File: src/rtl/prog_fetch_seq.sv
// Program counter and fetch sequencer in front of the synchronous program ROM.
// Presents the PC as the ROM address, remembers which address the ROM output
// belongs to, and steps INIT -> FETCH -> EXEC (-> INTR) so the instruction
// register is flagged valid only once the ROM data has arrived.
module prog_fetch_seq #(
  parameter int unsigned        ADDR_W       = 10,
  parameter logic [ADDR_W-1:0] RESET_VECTOR = ADDR_W'(10'h000),
  parameter logic [ADDR_W-1:0] ISR_VECTOR   = ADDR_W'(10'h3FF)
) (
  input  logic              CLK,
  input  logic              RST,
  input  logic              EXEC_DONE,
  input  logic [1:0]        PC_SEL,
  input  logic [ADDR_W-1:0] FROM_IMMED,
  input  logic [ADDR_W-1:0] FROM_STACK,
  input  logic              INT_REQ,
  input  logic              INT_EN,
  output logic [ADDR_W-1:0] PROG_ADDR,
  output logic              IR_VALID,
  output logic [ADDR_W-1:0] CUR_ADDR,
  output logic [ADDR_W-1:0] RET_ADDR,
  output logic              INT_ACK,
  output logic [1:0]        STATE
);

  typedef enum logic [1:0] {
    ST_INIT  = 2'b00,
    ST_FETCH = 2'b01,
    ST_EXEC  = 2'b10,
    ST_INTR  = 2'b11
  } state_t;

  localparam logic [1:0] SEL_INC   = 2'b00;
  localparam logic [1:0] SEL_IMMED = 2'b01;
  localparam logic [1:0] SEL_STACK = 2'b10;

  state_t            state_q, state_d;
  logic [ADDR_W-1:0] pc_q, pc_d;
  logic [ADDR_W-1:0] cur_q, cur_d;
  logic [ADDR_W-1:0] ret_q, ret_d;
  logic              ir_valid_q, ir_valid_d;
  logic              int_ack_q, int_ack_d;
  logic [ADDR_W-1:0] next_pc;
  logic              int_take;

  // Candidate next PC from the decoder's selection; increment wraps naturally
  always_comb begin
    next_pc = ISR_VECTOR;
    case (PC_SEL)
      SEL_INC:   next_pc = pc_q + ADDR_W'(1);
      SEL_IMMED: next_pc = FROM_IMMED;
      SEL_STACK: next_pc = FROM_STACK;
      default:   next_pc = ISR_VECTOR;
    endcase
  end

  assign int_take = INT_REQ & INT_EN;

  // Next-state, PC and address-tracking logic
  always_comb begin
    state_d = state_q;
    pc_d    = pc_q;
    cur_d   = cur_q;
    ret_d   = ret_q;
    case (state_q)
      ST_INIT: begin
        state_d = ST_FETCH;
      end
      ST_FETCH: begin
        // ROM captures PROG_ADDR on this edge; remember which address it was
        cur_d   = pc_q;
        state_d = ST_EXEC;
      end
      ST_EXEC: begin
        if (EXEC_DONE) begin
          if (int_take) begin
            ret_d   = next_pc;
            pc_d    = ISR_VECTOR;
            state_d = ST_INTR;
          end else begin
            pc_d    = next_pc;
            state_d = ST_FETCH;
          end
        end
      end
      ST_INTR: begin
        state_d = ST_FETCH;
      end
      default: begin
        state_d = ST_INIT;
      end
    endcase
    ir_valid_d = (state_d == ST_EXEC);
    int_ack_d  = (state_d == ST_INTR);
  end

  // State and datapath registers with synchronous reset
  always_ff @(posedge CLK) begin
    if (RST) begin
      state_q    <= ST_INIT;
      pc_q       <= RESET_VECTOR;
      cur_q      <= '0;
      ret_q      <= '0;
      ir_valid_q <= 1'b0;
      int_ack_q  <= 1'b0;
    end else begin
      state_q    <= state_d;
      pc_q       <= pc_d;
      cur_q      <= cur_d;
      ret_q      <= ret_d;
      ir_valid_q <= ir_valid_d;
      int_ack_q  <= int_ack_d;
    end
  end

  assign PROG_ADDR = pc_q;
  assign CUR_ADDR  = cur_q;
  assign RET_ADDR  = ret_q;
  assign IR_VALID  = ir_valid_q;
  assign INT_ACK   = int_ack_q;
  assign STATE     = state_q;

endmodule

File: config.mk
export PLATFORM = sky130hd
export DESIGN_NAME = prog_fetch_seq
export DESIGN_NICKNAME = d
export VERILOG_FILES = /design/src/rtl/prog_fetch_seq.sv
export SDC_FILE = /design/constraint.sdc
export NUM_CORES = 1
export LEC_CHECK = 0
export BUFFER_PORTS_ARGS = -buffer_cell sky130_fd_sc_hd__buf_4
export CORE_MARGIN = 2
export CORE_UTILIZATION = 43
export DETAILED_ROUTE_END_ITERATION = 6
export GPL_ROUTABILITY_DRIVEN = 1
export PLACE_DENSITY = 0.75
export SYNTH_ARGS = -nofsm -noshare
export SYNTH_HDL_FRONTEND = slang
export SYNTH_SLANG_ARGS = --single-unit
File: constraint.sdc
create_clock -name CLK -period 1.7 [get_ports CLK]
set_input_delay 0.34 -clock CLK [delete_from_list [all_inputs] [get_ports CLK]]
set_output_delay 0.34 -clock CLK [all_outputs]
set_load 0.005 [all_outputs]
==> reports/qor.yml, run 1 <==
worst_setup_path:
  critical_path.max_fanout: 4
  arrival_ns: 1.88
  path_class: "reg2reg"
  cp.required_ns: 1.97
  startpoint_type: "flop"
  cpPeakStageDelay_ns: 0.37
  end_kind: "flop"
  cp_slowest_cell: "dfxtp_1"
  cp_cell_sequence: "ha_2 > inv_1 > or3_1 > a31oi_2 > o21ai_1 > a211oi_2"
route:
  antenna_left: 0
  routed_wl_um: 4310
  dr_total_vias: 1538
  drt_iter0_markers: 64
  vias_per_cell: 5.29
  drc: 0
  drt_first_pass_iters: 4
  avgRoutedWirePerCell_um: 14.8
placement:
  globalplace.congestion: 0.795
  dp_hpwl_um: 3130
  io_buffers: 60
clock_network:
  path_clk_slew_ns: 0.11
  cts_tree: "built"
  cts_root_buf: "clkbuf_4"
  cts_setup_buffers: 0
  cts-hold-fix-buffers: 0
  clock_latency_ns: 0.34
  cts_sinks: 34
  clockBufferDepth: 2
  h-tree-depth: 2
  post_cts_resize_count: 0
  cts_buffers: 5
final_layout:
  drive_gt1_frac: 0.380
  finalNetCount: 275
  fillers: 299
  n_antenna_cell: 0
  syn2layout_area_growth_pct: 43.2
power:
  seqPwrFrac: 0.413
  clkPwrFrac: 0.248
  p_switching_uw: 763
  finalPower_uw: 2410
  internal_power_uw: 1640
  power.leakage_uw: 0.000964
  p_sw_frac: 0.317
  vdd_ir_drop_max_mv: 0.704
  comb_power_share: 0.339
  p_per_area_nw_per_um2: 1070
timing:
  clock.fmax_mhz: 620
  period_share: 0.949
  setup_viol: 0
  slew_headroom: 0.751
  worstMarginPinSlew_ns: 0.373
  hold_viol_final: 0
  finalClockSkew_ns: 0.00770
  tns_ns: 0
  maxSlewViolCount: 0
  fin_crit_ns: 1.61
logic_synthesis:
  syn_inst: 176
  ys_ff_latch: 34
  synthFlopType: "dfxtp_1"
  ys_seq_area_frac: 0.433
  synth-async-reset-ratio: 0
  yosys-mux-area-fraction: 0.0709
  synthAdderAreaFrac: 0.0318
  syn_avg_cell_area_um2: 8.93
  synth-simple-area-share: 0.182
  synth.cells.most_frequent: "dfxtp_1, nor2_1, a211oi_1, clkbuf_1, mux2i_1"
  synth_top_area_share: 0.433
  ys_types: 37
  synth_compound_area_frac: 0.204
  synth.area.top_cells: "dfxtp_1, nor2_1, mux2i_1"
  synth-warning-count: 0
  synth_nets: 207
  synth.most_common_cell: "dfxtp_1"
  synth_area_um2: 1570
  synth_top_family_by_area: "compound AO/OA/AOI/OAI gates"
  yosys.area.top_type: "dfxtp_1"
  synth-xor-area-share: 0.0390
  synth-edff-count: 0
grt:
  grt_pass1_wl_um: 6810
  grt.overflow.total: 0
  grt_max_degree: 36
  antenna_found_initial: 0
  first_global_vias: 1383
  grt_usage: 0.215
floorplanning:
  rows: 21
  initial_utilization: 0.460
  die_area_um2: 4150
  ios: 61
  core-area_um2: 3420
  die_w_um: 64.5
  die_h_um: 64.5
min_path:
  hp-class: "in2reg"
run:
  max-cap-violations: 0
run_status:
  status: "completed"
## cell type report
class	count	area (um2)	area share
well taps	46	57.6	0.0256
clock buffers	5	37.5	0.0167
repair buffers	73	548	0.244
flip-flops and latches	34	682	0.303
inverters	4	15.0	0.00667
clock inverters	3	45.0	0.0200
multi-input cells	126	865	0.384
## sequential cells by signal, indices dropped and copies added (netlist names)
signal and cells:
CUR_ADDR 10, PROG_ADDR 10, RET_ADDR 10, STATE 2
INT_ACK 1, IR_VALID 1
## layout by cell type (no fill, tap or decap), drive strengths merged, types with 2 or more instances in the layout
cell,instances
xor2,3
nand3b,4
dfxtp,34
a21oi,2
o21bai,2
o21a,5
inv,4
xnor2,4
nand3,4
nand2,7
o21ai,6
clkbuf,5
ha,4
o22ai,5
and3,3
nand4,4
a211oi,12
nand2b,2
buf,73
mux2i,10
a221oi,3
o31ai,3
nor2,28
clkinvlp,2
a21o,3
nor2b,3
## kinds of logic (layout without fill, tap and decap cells)
| logic type | Yosys count | in the layout |
|---|---|---|
| XOR/XNOR | 7 | 7 |
| AND/OR/NAND/NOR | 59 | 59 |
| adder cells (fa/ha/maj) | 4 | 4 |
| buffers and inverters | 16 | 85 |
| AO/OA/AOI/OAI | 45 | 45 |
| flip-flops | 34 | 34 |
| multiplexers | 11 | 11 |
## per-stage QoR
step	instance area, um2	util	hold slack, ns	instances	worst slack, ns
6_report	2250	0.659	0.366	291	0.0863
5_1_grt	2250	0.659	0.349	291	-0.0143
4_1_cts	2210	0.648	0.338	291	0.0459
3_5_place_dp	2130	0.623	0.461	283	0.0809
3_3_place_gp	2130	0.623	0.453	283	0.0817
2_1_floorplan	1570	-	0.453	176	0.0877
## power by group through the flow
| stage | registers [uW] | clock network, uW | logic [uW] |
|---|---|---|---|
| floorplan | 1030 | 0 | 375 |
| global placement | 1000 | 0 | 780 |
| detailed placement | 1010 | 0 | 790 |
| CTS | 991 | 612 | 795 |
| global route | 1010 | 648 | 892 |
| finish | 994 | 598 | 816 |
## worst max-delay path, delay by kind of cell, from the launching register on
family / cells / cell delay, ns
and+or+nand+nor: 1 / 0.35
DFF: 1 / 0.37
buffers and inverters: 1 / 0.06
AOI/OAI and AO/OA: 3 / 0.54
adders and majority gates: 1 / 0.23
## per-layer routing
layer  vias to the layer above  track usage  share of wire
met5                         -            0              0
met4                         0       0.0931          0.022
met3                        11       0.0625          0.072
met2                        58        0.320           0.47
met1                       705        0.291           0.44
li1                        764            -              -
## path summary, 6_finish.rpt
check	start	to	slack [ns]	cells past startpoint
worst max-delay path	PROG_ADDR[0]	PROG_ADDR[6]	0.09	6
worst min-delay path	FROM_STACK[6]	RET_ADDR[6]	0.37	3
worst max register to register	PROG_ADDR[0]	PROG_ADDR[6]	0.09	6
worst min register to register	RET_ADDR[6]	RET_ADDR[6]	0.47	2
Note: power is estimated with default switching activity, not from simulation.
==> run 2, diff against run 1 <==
--- a/config.mk
+++ b/config.mk
@@ -10,7 +10,8 @@
 export CORE_UTILIZATION = 43
 export DETAILED_ROUTE_END_ITERATION = 6
 export GPL_ROUTABILITY_DRIVEN = 1
-export PLACE_DENSITY = 0.75
+export PLACE_DENSITY = 0.72
+export REMOVE_ABC_BUFFERS = 1
 export SYNTH_ARGS = -nofsm -noshare
 export SYNTH_HDL_FRONTEND = slang
 export SYNTH_SLANG_ARGS = --single-unit
==> run 2 against run 1 <==
  * Count of clock-buffer cells in the layout is 2 higher
  * Sequential cell count stayed put
  * Fmax is 3.0% higher
  * Combinational power is 4.2% lower
  * Sequential share of layout area is 0.79 points higher
  * Setup slack better by 0.048 ns
  * Register-to-register slack better by 0.05 ns
  * Final area is 2.2% lower
  * Non-clock buffer count is 2 lower
  * First-iteration DRC count is 75% higher
==> reports/qor.yml, run 2 (synthesis results as in run 1) <==
power:
  seqPwrFrac: 0.443
  comb_power_share: 0.345
  finalPower_uw: 2270
  p_switching_uw: 742
  p_sw_frac: 0.327
  p_per_area_nw_per_um2: 1030
  clkPwrFrac: 0.212
  vdd_ir_drop_max_mv: 0.584
  internal_power_uw: 1520
  power.leakage_uw: 0.000952
grt:
  first_global_vias: 1442
  grt_usage: 0.215
  grt_pass1_wl_um: 6850
  grt.overflow.total: 0
  grt_max_degree: 36
  antenna_found_initial: 0
worst_setup_path:
  startpoint_type: "flop"
  endpoint: "PROG_ADDR[8]"
  cp_slowest_cell: "dfxtp_1"
  path_class: "reg2reg"
  rrSetupSlack_ns: 0.13
  cpPeakStageDelay_ns: 0.43
  r2r_end: "PROG_ADDR[8]"
  end_kind: "flop"
  cp_cell_sequence: "and4_2 > nand4_1 > xnor2_1 > a221oi_1 > a211oi_1"
  cp-startpoint: "PROG_ADDR[3]"
  arrival_ns: 1.79
  worst-r2r-cell-count: 5
  r2r_start: "PROG_ADDR[3]"
  critical_path.max_fanout: 6
  cp.required_ns: 1.92
final_layout:
  final_cell_mix: "buf_4, dfxtp_1, nor2_1, a211oi_1, mux2i_1"
  layout_commonest_cell: "buf_4"
  finalNetCount: 273
  stdcell_area_um2: 2200
  fillers: 321
  drive_gt1_frac: 0.370
  syn2layout_area_growth_pct: 40.0
  n_antenna_cell: 0
route:
  vias_per_cell: 5.25
  drt_first_pass_iters: 4
  antenna_left: 0
  routed_wl_um: 4180
  avgRoutedWirePerCell_um: 14.5
  dr_total_vias: 1517
  drc: 0
  drt_iter0_markers: 112
timing:
  fin_crit_ns: 1.57
  slew_headroom: 0.645
  grt_setup_unrepaired: "false"
  fin_ws_ns: 0.134
  finalClockSkew_ns: 0.0102
  setup_viol: 0
  tns_ns: 0
  clock.fmax_mhz: 638
  worstMarginPinSlew_ns: 0.530
  holdWs_ns: 0.344
  period_share: 0.921
  hold_viol_final: 0
  maxSlewViolCount: 0
placement:
  io_buffers: 60
  place_area_um2: 2110
  globalplace.congestion: 0.814
  dp_hpwl_um: 3140
  pre_cts_ws_ns: 0.0951
clock_network:
  h-tree-depth: 2
  clock_latency_ns: 0.35
  cts_setup_buffers: 0
  cts-hold-fix-buffers: 0
  clockBufferDepth: 2
  cts_sinks: 34
  path_clk_slew_ns: 0.10
  cts_root_buf: "clkbuf_4"
  cts_tree: "built"
  post_cts_resize_count: 0
  cts_buffers: 5
min_path:
  hp-class: "in2reg"
floorplanning:
  die_area_um2: 4150
  core-area_um2: 3420
  die_h_um: 64.5
  ios: 61
  die_w_um: 64.5
  rows: 21
  initial_utilization: 0.460
run:
  max-cap-violations: 0
run_status:
  status: "completed"
[run 2: per-layer routing]
metal / vias to the layer above / global-route usage / share of wire
met4: 0 / 0.0878 / 0.017
li1: 763 / - / -
met5: - / 0 / 0
met3: 6 / 0.0503 / 0.043
met2: 32 / 0.361 / 0.50
met1: 716 / 0.267 / 0.44
[run 2: worst max-delay path: cells and delay by family (launching register included)]
family	cells	cell delay [ns]
AO/OA/AOI/OAI	2	0.46
XOR/XNOR	1	0.15
AND/OR/NAND/NOR	2	0.40
flip-flops	1	0.43
[run 2: layout make-up]
type                       instances  area (um2)  area share
multi-input combinational        126         851       0.387
clock buffer                       7        55.1      0.0250
inverter                           4        15.0     0.00682
clock inverter                     1        5.00     0.00227
tap                               46        57.6      0.0262
timing repair buffer              71         533       0.242
sequential                        34         684       0.311
[run 2: power by group through the flow]
stage	Combinational (uW)	Sequential [uW]	Clock [uW]
6_report	782	1000	480
3_5_place_dp	765	1020	0
2_1_floorplan	347	1030	0
3_3_place_gp	751	1010	0
5_1_grt	856	1020	531
4_1_cts	769	1000	487
[run 2: how the worst min path moves through the flow]
stage / startpoint / end / depth (start not counted)
2_1_floorplan: RST / PROG_ADDR[6] / 1
3_3_place_gp: RET_ADDR[6] / RET_ADDR[6] / 2
3_5_place_dp: RET_ADDR[6] / RET_ADDR[6] / 2
4_1_cts: FROM_STACK[6] / RET_ADDR[6] / 3
5_1_grt: FROM_STACK[6] / RET_ADDR[6] / 3
6_report: FROM_STACK[6] / RET_ADDR[6] / 3
[run 2: through the flow]
step | util | cells
after floorplan | - | 164
after global placement | 0.619 | 281
after detailed placement | 0.619 | 281
after CTS | 0.637 | 289
after global routing | 0.644 | 289
final | 0.644 | 289
